===== config.mk =====
export PLATFORM = sky130hd
export DESIGN_NAME = led_pattern_ctrl
export DESIGN_NICKNAME = d
export VERILOG_FILES = /design/src/rtl/led_pattern_pkg.sv /design/src/rtl/led_pattern_ch.sv /design/src/rtl/led_pattern_ctrl.sv
export SDC_FILE = /design/constraint.sdc
export NUM_CORES = 1
export LEC_CHECK = 0
export ABC_CLOCK_PERIOD_IN_PS = 4350
export BUFFER_PORTS_ARGS = -buffer_cell sky130_fd_sc_hd__buf_2
export CORE_MARGIN = 1
export CORE_UTILIZATION = 40
export CTS_BUF_LIST = sky130_fd_sc_hd__clkbuf_16
export DETAILED_ROUTE_END_ITERATION = 7
export HOLD_SLACK_MARGIN = 0.02
export PLACE_DENSITY = 0.58
export SETUP_SLACK_MARGIN = 0.02
export SLEW_MARGIN = 10
export SYNTH_ARGS = -nofsm -noshare
export SYNTH_HDL_FRONTEND = slang
export SYNTH_SLANG_ARGS = --single-unit

===== constraint.sdc =====
create_clock -name I_clk -period 4.35 [get_ports I_clk]
set_clock_uncertainty 0.2 [all_clocks]
set_input_delay 0 -clock I_clk [delete_from_list [all_inputs] [get_ports I_clk]]
set_output_delay 0 -clock I_clk [all_outputs]
set_load 0.03 [all_outputs]

===== src/rtl/led_pattern_pkg.sv =====
// led_pattern_pkg
//   Shared types and constants for the LED pattern controller: the per-LED
//   mode encoding, the blink-code sub-state encoding, the blink-code gap
//   multiplier, the PWM counter width and a helper that maps raw 3-bit mode
//   codes (including reserved codes) onto a legal mode.
//   Optional feature macro used by the design: LED_PWM_DIM_EN.
package led_pattern_pkg;

  typedef enum logic [2:0] {
    LED_OFF     = 3'd0,
    LED_ON      = 3'd1,
    LED_BLINK   = 3'd2,
    LED_CODE    = 3'd3,
    LED_ONESHOT = 3'd4
  } led_mode_e;

  typedef enum logic [1:0] {
    PULSE_ON  = 2'd0,
    PULSE_OFF = 2'd1,
    GAP       = 2'd2
  } code_state_e;

  // The dark gap after a blink-code burst lasts this many half-periods
  localparam int CODE_GAP_MULT = 4;

  // Width of the shared PWM counter and of the per-channel duty field
  localparam int PWM_W = 4;

  // Reserved codes 5..7 behave exactly like OFF
  function automatic led_mode_e decode_mode(input logic [2:0] raw);
    case (raw)
      3'd1:    return LED_ON;
      3'd2:    return LED_BLINK;
      3'd3:    return LED_CODE;
      3'd4:    return LED_ONESHOT;
      default: return LED_OFF;
    endcase
  endfunction

endpackage


===== src/rtl/led_pattern_ch.sv =====
// led_pattern_ch
//   One LED channel. Holds the channel mode, half-period, code pulse count,
//   the phase and pulse counters and the blink-code sub-state, and produces
//   the registered pattern level and the one-shot busy flag. Everything
//   advances only on the shared prescaler tick; a config apply overrides
//   any tick activity in the same cycle.
// Ports
//   clk, rst_n     clock, asynchronous active-low reset
//   tick           one-cycle pattern time base strobe
//   apply          load cfg_* into this channel (preempts running pattern)
//   cfg_mode       raw 3-bit mode code
//   cfg_period     half-period in ticks (0 treated as 1)
//   cfg_count      code pulse count (0 treated as 1)
//   led            registered pattern level, 1 = lit
//   busy           high while a one-shot pulse is running
module led_pattern_ch
  import led_pattern_pkg::*;
#(
  parameter int PERIOD_W = 16
) (
  input  logic                clk,
  input  logic                rst_n,
  input  logic                tick,
  input  logic                apply,
  input  logic [2:0]          cfg_mode,
  input  logic [PERIOD_W-1:0] cfg_period,
  input  logic [3:0]          cfg_count,
  output logic                led,
  output logic                busy
);

  // Two extra bits so the gap length (4x period) never overflows
  localparam int PH_W = PERIOD_W + 2;

  led_mode_e             mode_q,   mode_d;
  code_state_e           state_q,  state_d;
  logic [PERIOD_W-1:0]   period_q, period_d;
  logic [3:0]            count_q,  count_d;
  logic [3:0]            pulse_q,  pulse_d;
  logic [PH_W-1:0]       phase_q,  phase_d;
  logic                  led_q,    led_d;
  logic                  busy_q,   busy_d;

  logic [PH_W-1:0]       phase_inc;
  logic [PH_W-1:0]       half_lim;
  logic [PH_W-1:0]       gap_lim;
  logic                  half_done;
  logic                  gap_done;

  // Phase counter compares: a segment ends on the tick that brings the
  // phase count up to its length
  always_comb begin
    phase_inc = phase_q + 1'b1;
    half_lim  = PH_W'(period_q);
    gap_lim   = half_lim * PH_W'(CODE_GAP_MULT);
    half_done = (phase_inc == half_lim);
    gap_done  = (phase_inc == gap_lim);
  end

  // Channel next-state logic; apply wins over tick
  always_comb begin
    mode_d   = mode_q;
    state_d  = state_q;
    period_d = period_q;
    count_d  = count_q;
    pulse_d  = pulse_q;
    phase_d  = phase_q;
    led_d    = led_q;
    busy_d   = busy_q;

    if (apply) begin
      mode_d   = decode_mode(cfg_mode);
      period_d = (cfg_period == '0) ? PERIOD_W'(1) : cfg_period;
      count_d  = (cfg_count == '0) ? 4'd1 : cfg_count;
      pulse_d  = '0;
      phase_d  = '0;
      state_d  = PULSE_ON;
      led_d    = (mode_d != LED_OFF);
      busy_d   = (mode_d == LED_ONESHOT);
    end else if (tick) begin
      case (mode_q)
        LED_ON: begin
          led_d = 1'b1;
        end
        LED_BLINK: begin
          if (half_done) begin
            phase_d = '0;
            led_d   = ~led_q;
          end else begin
            phase_d = phase_inc;
          end
        end
        LED_CODE: begin
          case (state_q)
            PULSE_ON: begin
              if (half_done) begin
                phase_d = '0;
                state_d = PULSE_OFF;
                led_d   = 1'b0;
              end else begin
                phase_d = phase_inc;
              end
            end
            PULSE_OFF: begin
              if (half_done) begin
                phase_d = '0;
                if (pulse_q + 4'd1 == count_q) begin
                  pulse_d = '0;
                  state_d = GAP;
                  led_d   = 1'b0;
                end else begin
                  pulse_d = pulse_q + 4'd1;
                  state_d = PULSE_ON;
                  led_d   = 1'b1;
                end
              end else begin
                phase_d = phase_inc;
              end
            end
            GAP: begin
              if (gap_done) begin
                phase_d = '0;
                state_d = PULSE_ON;
                led_d   = 1'b1;
              end else begin
                phase_d = phase_inc;
              end
            end
            default: begin
              state_d = PULSE_ON;
            end
          endcase
        end
        LED_ONESHOT: begin
          // Pulse ends by falling back to OFF; led and busy drop together
          if (half_done) begin
            phase_d = '0;
            mode_d  = LED_OFF;
            led_d   = 1'b0;
            busy_d  = 1'b0;
          end else begin
            phase_d = phase_inc;
          end
        end
        default: begin
          mode_d = LED_OFF;
          led_d  = 1'b0;
          busy_d = 1'b0;
        end
      endcase
    end
  end

  always_ff @(posedge clk or negedge rst_n) begin
    if (!rst_n) begin
      mode_q   <= LED_OFF;
      state_q  <= PULSE_ON;
      period_q <= '0;
      count_q  <= '0;
      pulse_q  <= '0;
      phase_q  <= '0;
      led_q    <= 1'b0;
      busy_q   <= 1'b0;
    end else begin
      mode_q   <= mode_d;
      state_q  <= state_d;
      period_q <= period_d;
      count_q  <= count_d;
      pulse_q  <= pulse_d;
      phase_q  <= phase_d;
      led_q    <= led_d;
      busy_q   <= busy_d;
    end
  end

  assign led  = led_q;
  assign busy = busy_q;

endmodule


===== src/rtl/led_pattern_ctrl.sv =====
// led_pattern_ctrl
//   Board status LED pattern controller. Holds the shared prescaler that
//   produces the pattern tick, a one-entry pending config register behind a
//   valid/ready port, and NUM_LED channel instances. A pending write is
//   applied on the next tick; writes to idx >= NUM_LED are accepted and
//   dropped.
//   Optional feature macro: LED_PWM_DIM_EN adds a per-channel 4-bit duty
//   (I_cfg_duty) that gates the pattern with a shared free-running PWM
//   counter.
// Ports
//   I_clk, I_rst_n   clock, asynchronous active-low reset
//   I_cfg_valid      config write request
//   O_cfg_ready      write accepted when valid & ready
//   I_cfg_idx        target LED
//   I_cfg_mode       0 OFF,1 ON,2 BLINK,3 CODE,4 ONESHOT, others OFF
//   I_cfg_period     half-period in ticks
//   I_cfg_count      code pulse count
//   I_cfg_duty       PWM duty (only with LED_PWM_DIM_EN)
//   O_led_out        LED drive, 1 = lit
//   O_busy           per-channel one-shot busy
module led_pattern_ctrl
  import led_pattern_pkg::*;
#(
  parameter int  CLK_FREQ_HZ = 10_000_000,
  parameter int  TICK_HZ     = 1_000,
  parameter int  NUM_LED     = 4,
  parameter int  PERIOD_W    = 16,
  localparam int IDX_W       = (NUM_LED > 1) ? $clog2(NUM_LED) : 1
) (
  input  logic                I_clk,
  input  logic                I_rst_n,
  input  logic                I_cfg_valid,
  output logic                O_cfg_ready,
  input  logic [IDX_W-1:0]    I_cfg_idx,
  input  logic [2:0]          I_cfg_mode,
  input  logic [PERIOD_W-1:0] I_cfg_period,
  input  logic [3:0]          I_cfg_count,
`ifdef LED_PWM_DIM_EN
  input  logic [PWM_W-1:0]    I_cfg_duty,
`endif
  output logic [NUM_LED-1:0]  O_led_out,
  output logic [NUM_LED-1:0]  O_busy
);

  localparam int DIV   = CLK_FREQ_HZ / TICK_HZ;
  localparam int CNT_W = (DIV > 1) ? $clog2(DIV) : 1;

  logic [CNT_W-1:0]    presc_q,       presc_d;
  logic                pend_valid_q,  pend_valid_d;
  logic [IDX_W-1:0]    pend_idx_q,    pend_idx_d;
  logic [2:0]          pend_mode_q,   pend_mode_d;
  logic [PERIOD_W-1:0] pend_period_q, pend_period_d;
  logic [3:0]          pend_count_q,  pend_count_d;
  logic                tick;
  logic                accept;
  logic                apply_any;
  logic [NUM_LED-1:0]  pattern;

  // Tick is high for the single cycle the prescaler sits at its maximum
  always_comb begin
    tick    = (presc_q == CNT_W'(DIV - 1));
    presc_d = tick ? '0 : presc_q + 1'b1;
  end

  // One-entry pending register: ready is simply "slot empty", so it drops
  // the cycle after capture and comes back the cycle after the apply tick.
  // A write captured in a tick cycle sees an empty slot at that tick and so
  // waits for the next one.
  always_comb begin
    accept        = I_cfg_valid & ~pend_valid_q;
    apply_any     = tick & pend_valid_q;
    pend_valid_d  = pend_valid_q;
    pend_idx_d    = pend_idx_q;
    pend_mode_d   = pend_mode_q;
    pend_period_d = pend_period_q;
    pend_count_d  = pend_count_q;
    if (apply_any) begin
      pend_valid_d = 1'b0;
    end else if (accept) begin
      pend_valid_d  = 1'b1;
      pend_idx_d    = I_cfg_idx;
      pend_mode_d   = I_cfg_mode;
      pend_period_d = I_cfg_period;
      pend_count_d  = I_cfg_count;
    end
  end

  always_ff @(posedge I_clk or negedge I_rst_n) begin
    if (!I_rst_n) begin
      presc_q       <= '0;
      pend_valid_q  <= 1'b0;
      pend_idx_q    <= '0;
      pend_mode_q   <= '0;
      pend_period_q <= '0;
      pend_count_q  <= '0;
    end else begin
      presc_q       <= presc_d;
      pend_valid_q  <= pend_valid_d;
      pend_idx_q    <= pend_idx_d;
      pend_mode_q   <= pend_mode_d;
      pend_period_q <= pend_period_d;
      pend_count_q  <= pend_count_d;
    end
  end

  assign O_cfg_ready = ~pend_valid_q;

  // Out-of-range indices match no channel, so the write is silently dropped
  for (genvar i = 0; i < NUM_LED; i++) begin : g_ch
    led_pattern_ch #(
      .PERIOD_W (PERIOD_W)
    ) u_ch (
      .clk        (I_clk),
      .rst_n      (I_rst_n),
      .tick       (tick),
      .apply      (apply_any && (pend_idx_q == IDX_W'(i))),
      .cfg_mode   (pend_mode_q),
      .cfg_period (pend_period_q),
      .cfg_count  (pend_count_q),
      .led        (pattern[i]),
      .busy       (O_busy[i])
    );
  end

`ifdef LED_PWM_DIM_EN
  logic [PWM_W-1:0] pwm_cnt_q, pwm_cnt_d;
  logic [PWM_W-1:0] pend_duty_q, pend_duty_d;
  logic [PWM_W-1:0] duty_q [NUM_LED];
  logic [PWM_W-1:0] duty_d [NUM_LED];

  // Duty travels with the pending write and lands in the addressed channel
  always_comb begin
    pwm_cnt_d   = pwm_cnt_q + 1'b1;
    pend_duty_d = accept ? I_cfg_duty : pend_duty_q;
    for (int i = 0; i < NUM_LED; i++) begin
      duty_d[i] = duty_q[i];
      if (apply_any && (pend_idx_q == IDX_W'(i))) begin
        duty_d[i] = pend_duty_q;
      end
    end
  end

  always_ff @(posedge I_clk or negedge I_rst_n) begin
    if (!I_rst_n) begin
      pwm_cnt_q   <= '0;
      pend_duty_q <= '1;
      for (int i = 0; i < NUM_LED; i++) begin
        duty_q[i] <= '1;
      end
    end else begin
      pwm_cnt_q   <= pwm_cnt_d;
      pend_duty_q <= pend_duty_d;
      for (int i = 0; i < NUM_LED; i++) begin
        duty_q[i] <= duty_d[i];
      end
    end
  end

  // Lit for duty+1 out of every 16 cycles while the pattern is high
  always_comb begin
    for (int i = 0; i < NUM_LED; i++) begin
      O_led_out[i] = pattern[i] & (pwm_cnt_q <= duty_q[i]);
    end
  end
`else
  assign O_led_out = pattern;
`endif

endmodule


# Yosys cells after proc, flatten, opt, wreduce, memory -nomap -nowiden

Index checks and enable logic that the tools add are counted.
W data, S select, Z words.

Register bits after elaboration: 236
Latch bits: 0
RAM bits: 0
ROM bits: 0
Input bits: 28
Output and inout port bits: 9
Word-level logic and storage cells: 370
Memories: 0

Add/sub/neg operators: 9
Multiply operators: 0
Div/mod/pow operators: 0
Magnitude comparators: 0
Equality and inequality tests: 88
Shifts and indexed selects: 0
Mux-type cells: 158
Bitwise gates (word level): 8
Reduce and logical (&&, ||, !) cells: 69

Operators with widths:

| cell                    | count |
|---|---|
| $mux W18                | 16 |
| $pmux W18 S2            | 8 |
| $mux W4                 | 25 |
| $add A18 B1 Y18 const B | 4 |
| $eq A18 B16 Y1          | 4 |
| $eq A18 B18 Y1          | 4 |
| $ne A3 B1 Y1 const B    | 20 |
| $mux W2                 | 28 |
| $mux W3                 | 16 |
| $ne A4 B2 Y1 const B    | 12 |
| $mux W1                 | 42 |
| $reduce_and A5 Y1       | 8 |
| $reduce_bool A2 Y1      | 17 |
| $eq A3 B2 Y1 const B    | 10 |
| $eq A3 B3 Y1 const B    | 9 |
| $pmux W2 S3             | 4 |
| $pmux W3 S2             | 4 |
| $reduce_and A3 Y1       | 8 |
| $reduce_bool A3 Y1      | 8 |
| $ne A5 B3 Y1 const B    | 4 |
| $add A4 B1 Y4 const B   | 4 |
| $eq A4 B4 Y1            | 4 |
| $logic_not A16 Y1       | 1 |
| $mux W16                | 1 |
| other kinds (20)        | 71 |

# Logic depth before layout (Yosys ltp)

Gate-level depths: netlist of run 1.

Depth after elaboration: 8
Mapped depth: 14
Gate-level depth less buffers: 11

# Cells and area by module

From an unflattened synthesis of run 1, not the netlist that was laid out.

Cells, all modules: 1778
Area, all modules: 16388.2 um^2

Modules (own cells, without submodules):

| module                            | times used | cells an instance | area each (um^2) | sequential area each (um^2) |
|---|---|---|---|---|
| led_pattern_ch (g_ch[1].u_ch ...) | 2          | 426               | 3734.8           | 1226.2 |
| led_pattern_ch (g_ch[0].u_ch)     | 1          | 413               | 3676.0           | 1226.2 |
| led_pattern_ch (g_ch[3].u_ch)     | 1          | 388               | 3567.2           | 1226.2 |
| led_pattern_ctrl                  | 1          | 125               | 1675.4           | 1001.0 |

# Worst setup path after synthesis of run 1

Ideal clock, no wire load.

Path kind: reg-to-reg
Start: reg g_ch[1].u_ch.phase_q[0]
End: reg g_ch[1].u_ch.led_q
Library setup time: 125 ps
Arrival: 3313 ps
Data required time: 4025 ps
Setup slack: 712 ps
Stages on the path, launching flop included: 11
Buffers on the path: 0
Clock period less this slack: 3638 ps
Path through: dfrtp_1 -> ha_1 -> xor2_1 -> xnor2_1 -> nand4_1 -> or4_1 -> or4_4 -> nor4_4 -> nor3_1 -> a311oi_2 -> mux2_2

Word-level cells in the longest chain between the ends: 7
Elaborated cells between the ends (all ways): 12
Those cells by class: add/sub: 1; eq/ne: 5; mux: 5; reduce/logical: 1

Ends and longest elaborated chain:

| what                   | line                  | source |
|---|---|---|
| start, declared        | led_pattern_ch.sv:40  | `logic [PH_W-1:0] phase_q, phase_d;` |
| start signal, assigned | led_pattern_ch.sv:170 | `phase_q <= phase_d;` |
| $add A18 B1 Y18 *      | led_pattern_ch.sv:53  | `phase_inc = phase_q + 1'b1;` |
| $eq A18 B16 Y1         | led_pattern_ch.sv:56  | `half_done = (phase_inc == half_lim);` |
| $mux W1                | n/a                   |  |
| $pmux W1 S3            | n/a                   |  |
| $pmux W1 S4            | n/a                   |  |
| $mux W1 (2 in series)  | n/a                   |  |
| end signal, assigned   | led_pattern_ch.sv:171 | `led_q <= led_d;` |
| end, declared          | led_pattern_ch.sv:41  | `logic led_q, led_d;` |

Every way passes the cells marked *; elsewhere a longest branch is shown, timed or not. The select of a mux whose other input is x is not followed.
A chain may end at the register's enable or synchronous reset.

# Worst setup path after layout of run 1

Start: reg g_ch[3].u_ch.phase_q[0]
End: reg g_ch[3].u_ch.pulse_q[2]

Word-level cells in the longest chain between the ends: 4

Ends and longest elaborated chain:

| what                                | line                  | source |
|---|---|---|
| start, declared                     | led_pattern_ch.sv:40  |  |
| start signal, assigned              | led_pattern_ch.sv:170 |  |
| $add A18 B1 Y18                     | led_pattern_ch.sv:53  |  |
| $eq A18 B16 Y1                      | led_pattern_ch.sv:56  |  |
| $reduce_bool A2 Y1 (no source line) | n/a                   |  |
| $reduce_and A4 Y1 (no source line)  | n/a                   |  |
| end signal, assigned                | led_pattern_ch.sv:169 | `pulse_q <= pulse_d;` |
| end, declared                       | led_pattern_ch.sv:39  | `logic [3:0] pulse_q, pulse_d;` |

No other way between the ends.

==> out/results.ini, run 1 <==
[run_status]
status=finished, final reports clean

[global_route]
grt_overflow=0
grt_usage_pct=24.17
grt_pass1_vias=14970
grt_max_degree=100
antenna_found_initial=0
grt_pass1_wl_um=84950

[floorplanning]
design.core.area_sq_um=42130
dieWidth_um=209.0
initial_core_util_pct=40.69
fp-row-count=75
dieArea_sq_um=43690
io_pins=37
die_height_um=209.0

[pwr]
p_leak_nw=8.389
seqPwrFrac_pct=47.9
max-vdd-ir-drop_uv=292.7
p_per_area_nw_per_um2=277.2
p_clk_share_pct=44.6
intPower_mw=3.849
total_power_mw=5.354
p_comb_share_pct=7.4
p_switching_mw=1.505
switching_share_pct=28.12

[logic_synthesis]
async_flop_share_pct=100.0
yosysMostFrequentCell=nand2_1
synth_ff_type=dfrtp_1
yosys_warnings=0
ys_ff_latch=236
synth_top_area_share_pct=34.45
synth-edff-count=0
yosys.area.top_type=dfrtp_1
syn_inst=2091
yosysSeqAreaShare_pct=34.45
syn_area_per_cell_sq_um=8.198
netlist_top_cells_count=nand2_1, dfrtp_1, o21ai_0
syn_area_sq_um=17140
yosys-top-cells-area=dfrtp_1, nand2_1, xnor2_1, o21ai_0, xor2_1
synth_cell_types=89
synth_nets=2140

[timing]
fin_crit_ns=4.025
slew_viol_final=0
setup_violations=0
worst_slack_ns=0.3252
final.setup.tns_ns=0
fin_crit_sh_pct=92.52
holdWs_ns=0.04591
hold_violations=0
fmax_ghz=0.2485
tightest_slew_ns=0.7820
maxSlewHeadroom_pct=47.39
rsz0062_at_grt=false

[clocking]
clk_pin_slew_ns=0.06
cts_sinks=236
insertion_delay_ns=0.57
cts_max_level=1
max-clock-path-buffers=3
cts_tree=yes
postCtsSetupBuffers=0
cts_buffers=28
root_buffer=clkbuf_16

[layout]
final_cell_count_no_fill=2680
post-route-cell-area_sq_um=19310
layout-drive-gt1-share_pct=10.28
syn2layout_area_growth_pct=12.66
num-fill-cells=4137
final_util_pct=45.84
diodes=0
nNetsFinal=2168

[worst_setup_path]
slowest_stage=nor4_1
cp-startpoint=g_ch[3].u_ch.phase_q[0]$_DFFE_PN0P_
cp_num_buf_inv=1
cp.arrival_ns=4.32
r2r-start=g_ch[3].u_ch.phase_q[0]$_DFFE_PN0P_
cp.depth=11
setup.worst_path.class=reg -> reg
slowest_delay_ns=0.72
cpLargestDelayFamily=simple AND/OR/NAND/NOR gates
crit_end=g_ch[3].u_ch.pulse_q[2]$_DFFE_PN0P_
reg2regPathDepth=11
cp-start-kind=register
endpoint_kind=register
timing.rr.end=g_ch[3].u_ch.pulse_q[2]$_DFFE_PN0P_
r2r_slack_ns=0.33
crit_path_cell_trace=ha_1 -> nand4_1 -> nor4_1 -> xnor2_1 -> nand4_1 -> nor4_1 -> buf_4 -> nand3_1 -> nor4_2 -> a221oi_1 -> o21ai_1
required_ns=4.64
critPathMaxFanout=10

[detailed_routing]
via_count=15700
routed_via_density=5.859
drt-pass1-iter-count=6
wl_per_cell_um=19.75
antenna_left=0
drc_errors=0
drtIter0Drc=1610
wl_um=52930

[place]
placed_cells=2571
place_ws_ns=0.2741
portBuffers=36
gp_congestion=0.9667
placed_cell_area_sq_um=17790
dp_hpwl_um=37230

[run]
maxCapViolations=0

[min_path]
hold_path_class=in -> reg

[power by group through the flow]
stage | Sequential (mW) | Clock (mW) | Combinational (mW)
floorplan | 2.41 | 0 | 0.182
global placement | 2.59 | 0 | 0.307
detailed placement | 2.59 | 0 | 0.314
CTS | 2.55 | 2.45 | 0.394
global route | 2.57 | 2.51 | 0.434
finish | 2.57 | 2.39 | 0.397
[how the worst min path moves through the flow]
stage                     slack [ns]                                    to  cells after the start              from
final                           0.05          pend_period_q[2]$_DFFE_PN0P_                      3   I_cfg_period[2]
after global routing            0.06         pend_period_q[15]$_DFFE_PN0P_                      3  I_cfg_period[15]
after CTS                       0.02         pend_period_q[15]$_DFFE_PN0P_                      3  I_cfg_period[15]
after detailed placement       -0.07  g_ch[0].u_ch.phase_q[13]$_DFFE_PN0P_                      1           I_rst_n
after global placement         -0.08   g_ch[0].u_ch.phase_q[9]$_DFFE_PN0P_                      1           I_rst_n
after floorplan                -0.50         g_ch[0].u_ch.busy$_DFFE_PN0P_                      0           I_rst_n
[cells in the final DEF, fill, tap and decap left out, drive strengths merged, types with 12 or more instances in the layout]
cell type    Yosys  layout
mux2i           13      13
nand4           65      65
a21o            26      26
mux2            41      41
nor3            61      61
and2            28      28
nand2          375     375
o21ai          137     137
o211ai          25      25
nand2b          35      35
and3            29      29
a21oi           68      68
buf             53      92
clkinv           0      12
clkbuf          97      29
inv             47      51
dfrtp          236     236
xnor3           12      12
or3             17      17
ha              21      21
a211oi          15      15
xor2            71      71
nand3           89      89
nor2           127     127
nor2b           35      35
and4            14      14
dlygate4sd3      0      56
nor4            44      44
xnor2          106     106
[registers in the layout, summed over array words and instances, names as in the netlist]
register and flops:
g_ch.u_ch.busy 4, g_ch.u_ch.count_q 16, g_ch.u_ch.led 4, g_ch.u_ch.mode_q 12
g_ch.u_ch.period_q 64, g_ch.u_ch.phase_q 72, g_ch.u_ch.pulse_q 16, g_ch.u_ch.state_q 8
pend_count_q 4, pend_idx_q 2, pend_mode_q 3, pend_period_q 16
pend_valid_q 1, presc_q 14
[tightest hold or removal path: cells and delay by family]
family / cells / cell delay (ns)
buffers and inverters: 2 / 0.64
muxes: 1 / 0.14
[routing by layer]
metal,wire length [um],vias up,track usage (%)
met3,2771,93,2.961
met2,24090,497,39.03
met1,24560,7610,33.96
met4,1503,0,6.719
met5,0,-,0
li1,-,7501,-
[cells by family after synthesis]
family	synth area share, %
and+or+nand+nor	28.92
AOI/OAI and AO/OA	15.83
DFF	34.45
buffers and inverters	4.875
xor gates and xnor gates	10.94
muxes	3.452
adders and majority gates	1.533
[final cells by class]
cell class / count / area [sq um] / share of cell area, %
Sequential cell: 236 / 5906 / 30.58
Timing Repair Buffer: 148 / 1204 / 6.232
Multi-Input combinational cell: 1658 / 10430 / 54.00
Tap cell: 539 / 674.4 / 3.492
Inverter: 47 / 176.4 / 0.9134
Clock buffer: 29 / 725.7 / 3.757
Clock inverter: 23 / 198.9 / 1.030
[what timing repair did]
action / 4_1_cts / 5_1_grt
hold buffers: 57 / 0
endpoints found under the setup margin: 0 / 4
resized for setup: 0 / 1
hold endpoints to repair: 134 / 0
Note: power is estimated with default switching activity, not from simulation.
==> inputs of run 2 (changes only) <==
- CORE_MARGIN: 1 -> 2
- PLACE_DENSITY: 0.58 -> 0.63
- RECOVER_POWER: not set -> 100
==> out/results.ini, run 2 (synthesis gave the netlist of run 1 again) <==
[global_route]
grt_usage_pct=24.13
grt_pass1_wl_um=86230
antenna_found_initial=1
grt_overflow=0
grt_max_degree=110
grt_pass1_vias=15390

[layout]
final_util_pct=45.86
largest_reg_flops=72
syn2layout_area_growth_pct=12.71
post-route-cell-area_sq_um=19320
nNetsFinal=2186
mostFrequentLayoutCell=nand2_1
num-fill-cells=4099
final_cell_count_no_fill=2697
top_regs=g_ch.u_ch.phase_q (72), g_ch.u_ch.period_q (64)
layout_common_cells=nand2_1, dfrtp_1, o21ai_0
layout-drive-gt1-share_pct=9.546
regMostFlops=g_ch.u_ch.phase_q
diodes=0

[timing]
fmax_ghz=0.2433
maxSlewHeadroom_pct=-84.20
fin_crit_ns=4.110
setup_violations=0
final.setup.tns_ns=0
hold_violations=0
worst_slack_ns=0.2396
rsz0062_at_grt=false
fin_crit_sh_pct=94.49
tightest_slew_ns=2.763
slew_viol_final=239

[detailed_routing]
antenna_left=0
via_count=15820
wl_um=53480
wl_per_cell_um=19.83
routed_via_density=5.864
drc_errors=0
drtIter0Drc=1382
drt-pass1-iter-count=5

[clocking]
root_buffer=clkbuf_16
cts_tree=yes
postCtsSetupBuffers=0
cts_max_level=1
clk_pin_slew_ns=0.06
insertion_delay_ns=0.57
cts_buffers=28
cts_sinks=236
max-clock-path-buffers=3

[min_path]
hold_path_class=in -> reg

[worst_setup_path]
critPathMaxFanout=9
endpoint_kind=register
cp.arrival_ns=4.36
required_ns=4.60
cp-start-kind=register
setup.worst_path.class=reg -> reg

[floorplanning]
die_height_um=211.0
io_pins=37
dieArea_sq_um=44530
design.core.area_sq_um=42130
fp-row-count=75
dieWidth_um=211.0
initial_core_util_pct=40.69

[pwr]
p_per_area_nw_per_um2=281.0
p_leak_nw=8.390
max-vdd-ir-drop_uv=281.7

[place]
dp_hpwl_um=38190
place_ws_ns=0.2515
placed_cell_area_sq_um=17930
gp_congestion=0.9473
placed_cells=2588
portBuffers=36

[run]
maxCapViolations=3

[run_status]
failed_checks=max-capacitance violations, max-slew violations
status=finished with violations

[run 2: cell types whose count changed in the layout (fill, tap and decap cells not counted), sizes merged]
cell,delta
clkbuf,+33
buf,-16
dlygate4sd3,+1
clkinv,-2
clkinvlp,-3
bufinv,+2
inv,+2
[run 2: area by class of cell]
type	count	area, sq um	share of cell area [%]
Clock buffer	29	725.7	3.756
Inverter	47	176.4	0.9130
Multi-Input combinational cell	1658	10390	53.79
Tap cell	539	674.4	3.490
Timing Repair Buffer	166	1211	6.268
Sequential cell	236	5906	30.56
Clock inverter	22	235.2	1.217
[run 2: path summary, 6_finish.rpt]
check | startpoint | end | slack [ns] | cells after the start
min in group asynchronous | I_rst_n | g_ch[1].u_ch.period_q[4]$_DFFE_PN0P_ | 1.32 | 4
min reg2reg | presc_q[0]$_DFF_PN0_ | presc_q[0]$_DFF_PN0_ | 0.27 | 1
max reg2reg | g_ch[1].u_ch.phase_q[0]$_DFFE_PN0P_ | g_ch[1].u_ch.phase_q[11]$_DFFE_PN0P_ | 0.24 | 12
max | g_ch[1].u_ch.phase_q[0]$_DFFE_PN0P_ | g_ch[1].u_ch.phase_q[11]$_DFFE_PN0P_ | 0.24 | 12
min | I_cfg_period[2] | pend_period_q[2]$_DFFE_PN0P_ | 0.03 | 3
max in group asynchronous | I_rst_n | presc_q[12]$_DFF_PN0_ | 0.67 | 4
[run 2: critical path, stage by stage (launching register included)]
cell,delay (ns)
dfrtp_1,0.45
ha_1,0.33
and4_1,0.32
clkbuf_1,0.29
nand2_1,0.18
xor2_1,0.29
o22ai_1,0.12
a211o_1,0.24
or4b_1,0.51
nor4_1,0.39
clkbuf_2,0.32
o32ai_1,0.12
a41o_1,0.24
[run 2: stage by stage]
stage / hold slack (ns) / power [mW]
CTS: 0.03028 / 5.469
global placement: -0.07998 / 2.888
finish: 0.03133 / 5.430
global route: 0.02385 / 5.623
detailed placement: -0.06967 / 2.895
floorplan: -0.4956 / 2.594
[run 2: repair_timing]
| item | CTS | global route |
|---|---|---|
| endpoints found under the hold margin | 226 | 0 |
| endpoints found under the setup margin | 0 | 7 |
| gates resized for setup | 0 | 2 |
| hold buffers | 58 | 0 |
[run 2: routing by layer]
metal	track usage, %	routed length [um]
met4	6.144	1295
met5	0	0
met3	3.360	3076
met1	33.06	23850
met2	40.15	25260
[run 2: power breakdown]
group,total [mW],switching [mW],internal [mW]
registers,2.56,0.279,2.28
clock network,2.48,0.982,1.50
logic,0.389,0.214,0.176
